===== config.mk =====
export PLATFORM = sky130hd
export DESIGN_NAME = rx_cp_deserializer
export DESIGN_NICKNAME = d
export VERILOG_FILES = /design/src/rtl/rx_cp_deserializer.sv
export SDC_FILE = /design/constraint.sdc
export NUM_CORES = 1
export LEC_CHECK = 0
export BUFFER_PORTS_ARGS = -buffer_cell sky130_fd_sc_hd__buf_2
export CAP_MARGIN = 20
export CORE_ASPECT_RATIO = 0.9
export CORE_MARGIN = 1.5
export CORE_UTILIZATION = 50
export CTS_BUF_LIST = sky130_fd_sc_hd__clkbuf_2
export CTS_CLUSTER_DIAMETER = 80
export CTS_CLUSTER_SIZE = 14
export DETAILED_ROUTE_END_ITERATION = 12
export PLACE_DENSITY_LB_ADDON = 0.25
export SLEW_MARGIN = 40
export SYNTH_ARGS = -nofsm -noshare
export SYNTH_HDL_FRONTEND = slang
export SYNTH_SLANG_ARGS = --single-unit

===== constraint.sdc =====
create_clock -name clk -period 12.7 [get_ports clk]
set_input_delay 0.635 -clock clk [delete_from_list [all_inputs] [get_ports clk]]
set_output_delay 0.635 -clock clk [all_outputs]
set_load 0.01 [all_outputs]

===== src/rtl/rx_cp_deserializer.sv =====
// Receive-side deserializer: gathers one OFDM symbol of interleaved I/Q words,
// strips the cyclic prefix, checks it against the symbol tail and hands the symbol off.
module rx_cp_deserializer #(
    parameter int DATA_W = 16,
    parameter int N_FFT  = 8,
    parameter int CP_LEN = 2
) (
    input  logic                    clk,
    input  logic                    reset,
    input  logic [DATA_W-1:0]       in_data,
    input  logic                    in_valid,
    input  logic                    in_last,
    output logic                    in_ready,
    output logic [N_FFT*DATA_W-1:0] out_phase,
    output logic [N_FFT*DATA_W-1:0] out_quad,
    output logic                    out_valid,
    input  logic                    out_ready,
    output logic                    cp_ok,
    output logic                    frame_err,
    output logic [7:0]              sym_count
);

    localparam int FRAME_W = 2 * (CP_LEN + N_FFT);
    localparam int WCNT_W  = $clog2(FRAME_W);
    localparam logic [WCNT_W-1:0] LAST_WORD = WCNT_W'(FRAME_W - 1);

    typedef enum logic [0:0] {
        ST_COLLECT = 1'b0,
        ST_HOLD    = 1'b1
    } state_e;

    state_e                    state_q, state_d;
    logic [WCNT_W-1:0]         wcnt_q, wcnt_d;
    logic [N_FFT*DATA_W-1:0]   phase_q, phase_d;
    logic [N_FFT*DATA_W-1:0]   quad_q, quad_d;
    logic [CP_LEN*DATA_W-1:0]  cpi_q, cpi_d;
    logic [CP_LEN*DATA_W-1:0]  cpq_q, cpq_d;
    logic                      cp_ok_q, cp_ok_d;
    logic                      frame_err_q, frame_err_d;
    logic [7:0]                sym_count_q, sym_count_d;
    logic                      beat_s;
    logic                      at_last_s;
    int                        sample_s;

    // Prefix sample j must repeat useful sample N_FFT-CP_LEN+j on both rails.
    function automatic logic cp_match(
        input logic [CP_LEN*DATA_W-1:0] ci,
        input logic [CP_LEN*DATA_W-1:0] cq,
        input logic [N_FFT*DATA_W-1:0]  ph,
        input logic [N_FFT*DATA_W-1:0]  qd
    );
        logic ok;
        ok = 1'b1;
        for (int j = 0; j < CP_LEN; j++) begin
            ok = ok && (ci[j*DATA_W +: DATA_W] == ph[(N_FFT-CP_LEN+j)*DATA_W +: DATA_W])
                    && (cq[j*DATA_W +: DATA_W] == qd[(N_FFT-CP_LEN+j)*DATA_W +: DATA_W]);
        end
        return ok;
    endfunction

    // Next-state: word routing, frame alignment check and hand-off.
    always_comb begin
        state_d     = state_q;
        wcnt_d      = wcnt_q;
        phase_d     = phase_q;
        quad_d      = quad_q;
        cpi_d       = cpi_q;
        cpq_d       = cpq_q;
        cp_ok_d     = cp_ok_q;
        frame_err_d = 1'b0;
        sym_count_d = sym_count_q;
        beat_s      = in_valid && (state_q == ST_COLLECT);
        at_last_s   = (wcnt_q == LAST_WORD);
        sample_s    = int'(wcnt_q[WCNT_W-1:1]);
        case (state_q)
            ST_COLLECT: begin
                if (beat_s) begin
                    if (in_last != at_last_s) begin
                        // Misaligned terminator: drop this word and resynchronise.
                        frame_err_d = 1'b1;
                        wcnt_d      = '0;
                    end else begin
                        if (sample_s < CP_LEN) begin
                            if (wcnt_q[0]) begin
                                cpq_d[sample_s*DATA_W +: DATA_W] = in_data;
                            end else begin
                                cpi_d[sample_s*DATA_W +: DATA_W] = in_data;
                            end
                        end else begin
                            if (wcnt_q[0]) begin
                                quad_d[(sample_s-CP_LEN)*DATA_W +: DATA_W] = in_data;
                            end else begin
                                phase_d[(sample_s-CP_LEN)*DATA_W +: DATA_W] = in_data;
                            end
                        end
                        if (at_last_s) begin
                            state_d = ST_HOLD;
                            wcnt_d  = '0;
                            cp_ok_d = cp_match(cpi_d, cpq_d, phase_d, quad_d);
                        end else begin
                            wcnt_d = wcnt_q + WCNT_W'(1);
                        end
                    end
                end else begin
                    wcnt_d = wcnt_q;
                end
            end
            ST_HOLD: begin
                if (out_ready) begin
                    state_d     = ST_COLLECT;
                    sym_count_d = sym_count_q + 8'd1;
                end else begin
                    state_d = ST_HOLD;
                end
            end
            default: begin
                state_d = ST_COLLECT;
                wcnt_d  = '0;
            end
        endcase
    end

    // State and datapath registers.
    always_ff @(posedge clk or negedge reset) begin
        if (!reset) begin
            state_q     <= ST_COLLECT;
            wcnt_q      <= '0;
            phase_q     <= '0;
            quad_q      <= '0;
            cpi_q       <= '0;
            cpq_q       <= '0;
            cp_ok_q     <= 1'b0;
            frame_err_q <= 1'b0;
            sym_count_q <= 8'd0;
        end else begin
            state_q     <= state_d;
            wcnt_q      <= wcnt_d;
            phase_q     <= phase_d;
            quad_q      <= quad_d;
            cpi_q       <= cpi_d;
            cpq_q       <= cpq_d;
            cp_ok_q     <= cp_ok_d;
            frame_err_q <= frame_err_d;
            sym_count_q <= sym_count_d;
        end
    end

    assign in_ready  = (state_q == ST_COLLECT);
    assign out_valid = (state_q == ST_HOLD);
    assign out_phase = phase_q;
    assign out_quad  = quad_q;
    assign cp_ok     = cp_ok_q;
    assign frame_err = frame_err_q;
    assign sym_count = sym_count_q;

endmodule


==> results by group, run 1 <==
Outcome
  – Status: finished clean

Worst setup path
  – Worst Path Arrival: 6500 ps
  – Crit path kind: flip-flop to flip-flop
  – CP Cell Sequence: inv_1, ha_1, ha_1, and3_1, ha_1, buf_4, nand4b_1, nor3_1, o2111a_2, mux2i_1, xnor2_1, nand3b_1, nor4_1, nand4_1, o31ai_2
  – CP Capture Type: flip-flop
  – Startpoint Class: flip-flop
  – CP most frequent cell: ha_1
  – Worst path slowest cell: o2111a_2
  – RR Startpoint: wcnt_q[3]$_DFFE_PN0P_
  – Critical Path Fanout Max: 56
  – Critical path required time: 13730 ps
  – Critical Path Max Stage Delay: 630 ps
  – Crit path from: wcnt_q[3]$_DFFE_PN0P_

Floorplanning
  – Die Ht: 175 um
  – Core ar.: 32200 um2
  – Die ar.: 34200 um2
  – Die Span X: 195 um
  – Initial Util: 51.3%
  – Site row count: 62
  – I/O pins: 289

STA
  – Unrepaired setup endpoints after global routing: no
  – Setup_tns: 0 ps
  – Hold_ws: 86.4 ps
  – Final Slew Violations: 0
  – Endpoints failing setup: 0
  – Period utilisation layout: 43.1%
  – Min Tclk post-route: 5470 ps
  – Layout Skew: 81.3 ps
  – Worst slew pin tran: 854 ps
  – Final hold vios: 0
  – Worst slew margin: 42.7%
  – FMAX: 183 MHz

Worst hold path
  – HP Start: in_data[5]
  – Hold Path Class: input port to flip-flop

Yosys
  – Post-synth EDFFs: 0
  – Syn Nets: 1659
  – Yosys cell types: 75
  – Cell area after synthesis: 16500 um2
  – Syn Inst Count: 1620
  – Async set-reset flop share out of synthesis: 100%
  – Yosys warnings: 0
  – Mean Syn Cell Area: 10.2 um2
  – Post-synth top flop: dfrtp_1
  – Seq cells post-synth: 336
  – Seq/Total Area, Yosys: 50.9%

CTS
  – Clock slew at reported path FFs: 310 ps
  – CTS Buffer Depth: 3
  – Clk_lat worst skew: 1080 ps
  – Sink Count: 336
  – H-tree depth: 1
  – Root Buffer: clkbuf_2
  – CTS tree: built
  – Setup Fix Bufs, Post-CTS: 0
  – Total CTS buffers: 28

Place
  – Port bufs: 288
  – Gpl congestion: 0.971
  – Post-DP HPWL: 41600 um
  – Placed cell areas: 18300 um2

Route
  – WL final: 59200 um
  – Vias/cell: 6.18
  – Routed WL per cell: 26.0 um
  – Via count: 14100
  – ANT nets after route: 0
  – DRC: 0
  – Drt initial violations: 1305
  – TritonRoute pass-1 iters: 5

Global route
  – First-pass GRT wire length: 87600 um
  – Initial antenna violation count: 2
  – Total track usage: 34.4%
  – Total grt overflow: 0
  – Largest net degree at the start of global routing: 145
  – Number of global-route vias before repair: 13400

Flow run
  – MaxCap Viol Count: 0

Cells and area
  – Final core utilization: 58.0%
  – Fill count: 2845
  – Share of cells above drive strength 1: 30.1%
  – Design area: 18700 um2
  – Area Overhead vs Synth: 13.0%
  – Final net count: 1897

Power and ir drop
  – Pwr dens: 115 nW/um2
  – Pleak: 9.32 nW
  – Power Total: 0.00215 W
  – VDD IR max: 0.0000884 V
==> state kept, by name (all words and copies together) (netlist names) <==
name	cells
wcnt_q	5
out_quad	128
frame_err	1
cpi_q	32
sym_count	8
out_valid	1
cpq_q	32
out_phase	128
cp_ok	1
==> final cells by class <==
class	count	area (um2)	share of cell area, %
inverter	23	86.3	0.462
clock inverter	3	48.8	0.261
sequential	336	8410	45.0
tap	416	520	2.79
timing repair buffer	329	1840	9.85
multi-input combinational	1140	7620	40.8
clock buffer	28	140	0.751
antenna	1	2.50	0.0134
==> where the power goes <==
part / switching (W) / internal, W
Sequential: 0.0000661 / 0.00113
Clock: 0.000346 / 0.0000819
Combinational: 0.000327 / 0.000200
Total: 0.000739 / 0.00141
==> worst max-delay path, delay by kind of cell (launching register included) <==
family	cells	cell delay, ps
AND/OR/NAND/NOR	6	1730
adder cells (fa/ha/maj)	3	850
AO/OA/AOI/OAI	2	830
buffers and inverters	2	680
flip-flops	1	580
multiplexers	1	530
XOR/XNOR	1	240
==> kinds of logic (layout without fill, tap and decap cells) <==
group	after synthesis	after routing	synth area share [%]
and+or+nand+nor	500	500	14.3
AOI/OAI and AO/OA	378	378	14.2
DFF	336	336	50.9
muxes	211	211	14.0
buffers and inverters	144	383	3.50
xor gates and xnor gates	33	33	1.75
adders and majority gates	18	18	1.36
other	0	1	0
==> cells in the final DEF, fill, tap and decap left out, types with 15 or more instances in the layout <==
cell,netlist,routed
ha_1,18,18
buf_2,15,287
nor2b_1,21,21
a21oi_1,45,45
dfrtp_1,336,336
clkbuf_2,0,28
buf_4,1,28
nor3_1,33,32
mux2_2,159,159
nand2b_1,22,19
nand2_2,1,15
a31oi_1,15,15
nand2_1,250,236
mux2i_1,52,52
o21ai_0,198,198
nand3_1,20,20
xnor2_1,21,20
inv_1,23,23
nor2_1,71,69
==> timing repair <==
item / in CTS / in global routing
hold endpoints to repair: 119 / 26
gates resized for setup: 0 / 0
hold buffers: 8 / 1
==> metrics by stage <==
step | std cells | setup WS (ps)
after floorplan | 1620 | 8230
after global placement | 2233 | 7090
after detailed placement | 2233 | 7110
after CTS | 2272 | 7050
after global routing | 2276 | 6920
final | 2276 | 7230
==> per-layer routing <==
layer / routed length [um] / GRT usage [%] / up-vias
met5: 0 / 0 / -
met4: 2270 / 12.0 / 0
met3: 5100 / 6.51 / 132
met2: 26100 / 52.2 / 695
met1: 25800 / 49.6 / 7008
li1: - / - / 6231
==> Yosys cell counts, types with 5 or more instances <==
library cell / n / share of area [%]
xor2_1: 12 / 0.64
a32oi_1: 8 / 0.42
o211ai_1: 7 / 0.32
o22ai_1: 11 / 0.42
nor3b_1: 7 / 0.32
nor2b_1: 21 / 0.79
a21oi_1: 45 / 1.4
a22oi_1: 8 / 0.36
ha_1: 18 / 1.4
a221oi_1: 5 / 0.26
or2_2: 5 / 0.19
a211oi_1: 10 / 0.45
a21boi_0: 5 / 0.23
nor3_1: 33 / 1.0
mux2_2: 159 / 11
a31oi_1: 15 / 0.57
dfrtp_1: 336 / 51
xnor2_1: 21 / 1.1
o21ai_0: 198 / 6.0
o31ai_1: 9 / 0.41
clkbuf_1: 97 / 2.2
nor4_1: 10 / 0.38
nand2_1: 250 / 5.7
nor2_1: 71 / 1.6
o311ai_0: 5 / 0.26
mux2i_1: 52 / 3.1
nand2b_1: 22 / 0.83
inv_1: 23 / 0.52
nand4_1: 14 / 0.53
buf_1: 6 / 0.14
nand3_1: 20 / 0.61
buf_2: 15 / 0.45
and2_1: 8 / 0.30
==> worst paths after layout <==
path                                            end  slack [ps]  cells after the start
min in group asynchronous     wcnt_q[2]$_DFFE_PN0P_         560                      3
max in group asynchronous  out_quad[28]$_DFFE_PN0P_       10660                      5
max                               cp_ok$_DFFE_PN0P_        7230                     15
max reg2reg                       cp_ok$_DFFE_PN0P_        7230                     15
min                           cpq_q[21]$_DFFE_PN0P_          90                      2
min reg2reg                sym_count[7]$_DFFE_PN0P_         480                      1
Note: power is estimated with default switching activity, not from simulation.
==> inputs of run 2 (changes only) <==
ABC_AREA = 1   (was unset)
clock period = 4.6 ns   (was 12.7 ns; I/O delays follow)
==> results by group, run 2 <==
Outcome
  – Status: finished clean

Worst setup path
  – Crit path from: wcnt_q[2]$_DFFE_PN0P_
  – R2R Setup Slk: 310 ps (-6920 ps)
  – CP Capture Type: flip-flop
  – Crit path kind: flip-flop to flip-flop
  – Worst reg2reg path depth: 26 (+11)
  – Worst Path Arrival: 5310 ps (-1190 ps)
  – Startpoint Class: flip-flop
  – Critical Path Fanout Max: 22 (-61%)
  – Critical path required time: 5630 ps (-8100 ps)
  – RR Startpoint: wcnt_q[2]$_DFFE_PN0P_

Worst hold path
  – HP Start: out_ready
  – Hold Path Class: input port to flip-flop
  – Min-Delay Path Depth: 4 (+2)

Floorplanning
  – Die ar.: 33500 um2 (-2.0%)
  – Initial Util: 50.8% (-0.56 points)
  – Site row count: 62 (unchanged)
  – I/O pins: 289 (unchanged)
  – Die Span X: 193 um (-1.0%)
  – Die Ht: 174 um (-1.0%)
  – Core ar.: 31900 um2 (-0.96%)

CTS
  – CTS Buffer Depth: 3 (unchanged)
  – H-tree depth: 1 (unchanged)
  – Root Buffer: clkbuf_2
  – CTS tree: built
  – Sink Count: 336 (unchanged)
  – Clk_lat worst skew: 1050 ps (-30 ps)
  – Clock slew at reported path FFs: 320 ps (about the same)
  – Total CTS buffers: 27 (-3.6%)

Power and ir drop
  – Power Total: 0.00596 W (+180%)
  – Pwr dens: 322 nW/um2 (+180%)
  – VDD IR max: 0.000186 V (+110%)
  – Pleak: 10.0 nW (+7.6%)

Yosys
  – Top cells by count, synth: nand2_1, dfrtp_1, o21ai_0, inv_1, nand3_1
  – Syn Nets: 2138 (+29%)
  – Post-synth EDFFs: 0 (unchanged)
  – Yosys warnings: 0 (unchanged)
  – Most common cell in the netlist: nand2_1
  – Cell area after synthesis: 16200 um2 (-2.0%)
  – Seq/Total Area, Yosys: 51.9% (+1.1 points)
  – Dominant cell type by area after synthesis: dfrtp_1
  – Mean Syn Cell Area: 7.71 um2 (-24%)
  – Post-synth top flop: dfrtp_1
  – Yosys top cell area share: 51.9% (+1.1 points)
  – Seq cells post-synth: 336 (unchanged)
  – Async set-reset flop share out of synthesis: 100% (unchanged)
  – Yosys cell types: 32 (-57%)
  – Area contributors post-synth: dfrtp_1, nand2_1, o21ai_0
  – Syn Inst Count: 2099 (+30%)

STA
  – Endpoints failing setup: 0 (unchanged)
  – Setup_tns: 0 ps (unchanged)
  – Worst slew pin tran: 810 ps (-43.9 ps)
  – Worst slew margin: 45.9% (+3.2 points)
  – Min Tclk post-route: 4290 ps (-1180 ps)
  – FMAX: 233 MHz (+28%)
  – Final hold vios: 0 (unchanged)
  – Final Slew Violations: 0 (unchanged)
  – Period utilisation layout: 93.2% (+50 points)
  – Layout Skew: 131 ps (+50.0 ps)
  – Unrepaired setup endpoints after global routing: no

Route
  – TritonRoute pass-1 iters: 6 (+1)
  – Drt initial violations: 1559 (+19%)
  – Vias/cell: 5.40 (-13%)
  – DRC: 0 (unchanged)
  – ANT nets after route: 0 (unchanged)
  – Via count: 15100 (+7.5%)
  – WL final: 54400 um (-8.0%)
  – Routed WL per cell: 19.4 um (-25%)

Place
  – Gpl congestion: 0.953 (-1.9%)
  – Port bufs: 288 (unchanged)
  – Placed cell areas: 18100 um2 (-1.1%)
  – Post-DP HPWL: 38900 um (-6.5%)

Global route
  – Largest net degree at the start of global routing: 118 (-19%)
  – Total grt overflow: 0 (unchanged)
  – Total track usage: 32.5% (-1.9 points)
  – First-pass GRT wire length: 82700 um (-5.6%)
  – Initial antenna violation count: 3 (+1)
  – Number of global-route vias before repair: 13900 (+4.2%)

Cells and area
  – Fill count: 3059 (+7.5%)
  – Final net count: 2421 (+28%)
  – Most common cell after layout, fill and taps aside: nand2_1
  – Multi-input gate area: 6510 um2 (-15%)
  – Register area: 8410 um2 (about the same)
  – Commonest non-fill, non-tap cells in the layout: nand2_1, dfrtp_1, o21ai_0
  – Final core utilization: 58.1% (+0.097 points)
  – Design area: 18500 um2 (-0.80%)
  – Area Overhead vs Synth: 14.4%
  – Share of cells above drive strength 1: 16.9% (-13 points)

Flow run
  – MaxCap Viol Count: 0 (unchanged)
==> run 2: cells by family (layout without fill, tap and decap cells) <==
| logic type | count (synthesis) | after routing | synth area share [%] |
|---|---|---|---|
| and+or+nand+nor | 1009 | 1009 | 25.4 |
| AOI/OAI and AO/OA | 387 | 387 | 12.1 |
| DFF | 336 | 336 | 51.9 |
| buffers and inverters | 328 | 610 | 7.94 |
| adders and majority gates | 18 | 18 | 1.39 |
| xor gates and xnor gates | 17 | 17 | 0.920 |
| muxes | 4 | 4 | 0.278 |
| other | 0 | 4 | 0 |
==> run 2: critical path: stages (launching register included) <==
cell and delay (ps):
dfrtp_2 510, inv_1 120, ha_1 220, ha_1 310
nand3_2 140, or2_2 330, ha_1 300, inv_1 60
nand2_1 40, nor2_1 120, nand3_1 90, nand2_1 140
nand3_4 140, nor2_4 130, buf_4 250, nand2_2 270
nand2_1 140, nand2_1 100, nand2_1 100, nand2_1 70
nor2_1 140, nand2_1 80, nor2_1 100, nand2_1 50
nor2_1 170, nand3_1 100, nand2_1 60
==> run 2: repair_timing <==
item	in CTS	in global routing
setup endpoints to repair	0	1
hold buffers	25	0
endpoints found under the hold margin	418	0
gates resized for setup	0	5
buffers inserted	0	0
==> run 2: cell type report <==
class	count	area share, %
Sequential cell	336	45.4
Multi-Input combinational cell	1435	35.2
Timing Repair Buffer	349	11.1
Inverter	233	4.74
Tap cell	416	2.81
Clock buffer	27	0.730
Antenna cell	4	0.0541
Clock inverter	1	0.0203
==> run 2: stage by stage <==
step	cells	setup WS [ps]	hold slack, ps
after floorplan	2099	1270	-65.6
after global placement	2743	419	374
after detailed placement	2744	259	164
after CTS	2797	240	82.9
after global routing	2799	18.3	127
final	2801	313	111
==> run 2: where the power goes <==
part	switching, W	total, W	leakage, nW	internal (W)
Sequential	0.000132	0.00329	4.64	0.00315
Combinational	0.00108	0.00158	5.28	0.000492
Clock	0.000946	0.00110	0.116	0.000155
==> run 2: routing by layer <==
metal / share of wire (%) / routed length (um) / track usage, % / vias to the layer above
li1: - / - / - / 7192
met2: 43 / 23500 / 47.8 / 706
met1: 44 / 24000 / 48.7 / 7107
met3: 9.3 / 5060 / 5.83 / 117
met4: 3.5 / 1890 / 9.92 / 2
met5: 0.022 / 12 / 0 / -
==> run 2: worst paths after layout <==
check | end
min in group asynchronous | out_phase[95]$_DFFE_PN0P_
min reg2reg | sym_count[7]$_DFFE_PN0P_
min | sym_count[0]$_DFFE_PN0P_
max in group asynchronous | out_phase[65]$_DFFE_PN0P_
max reg2reg | cp_ok$_DFFE_PN0P_
max | cp_ok$_DFFE_PN0P_
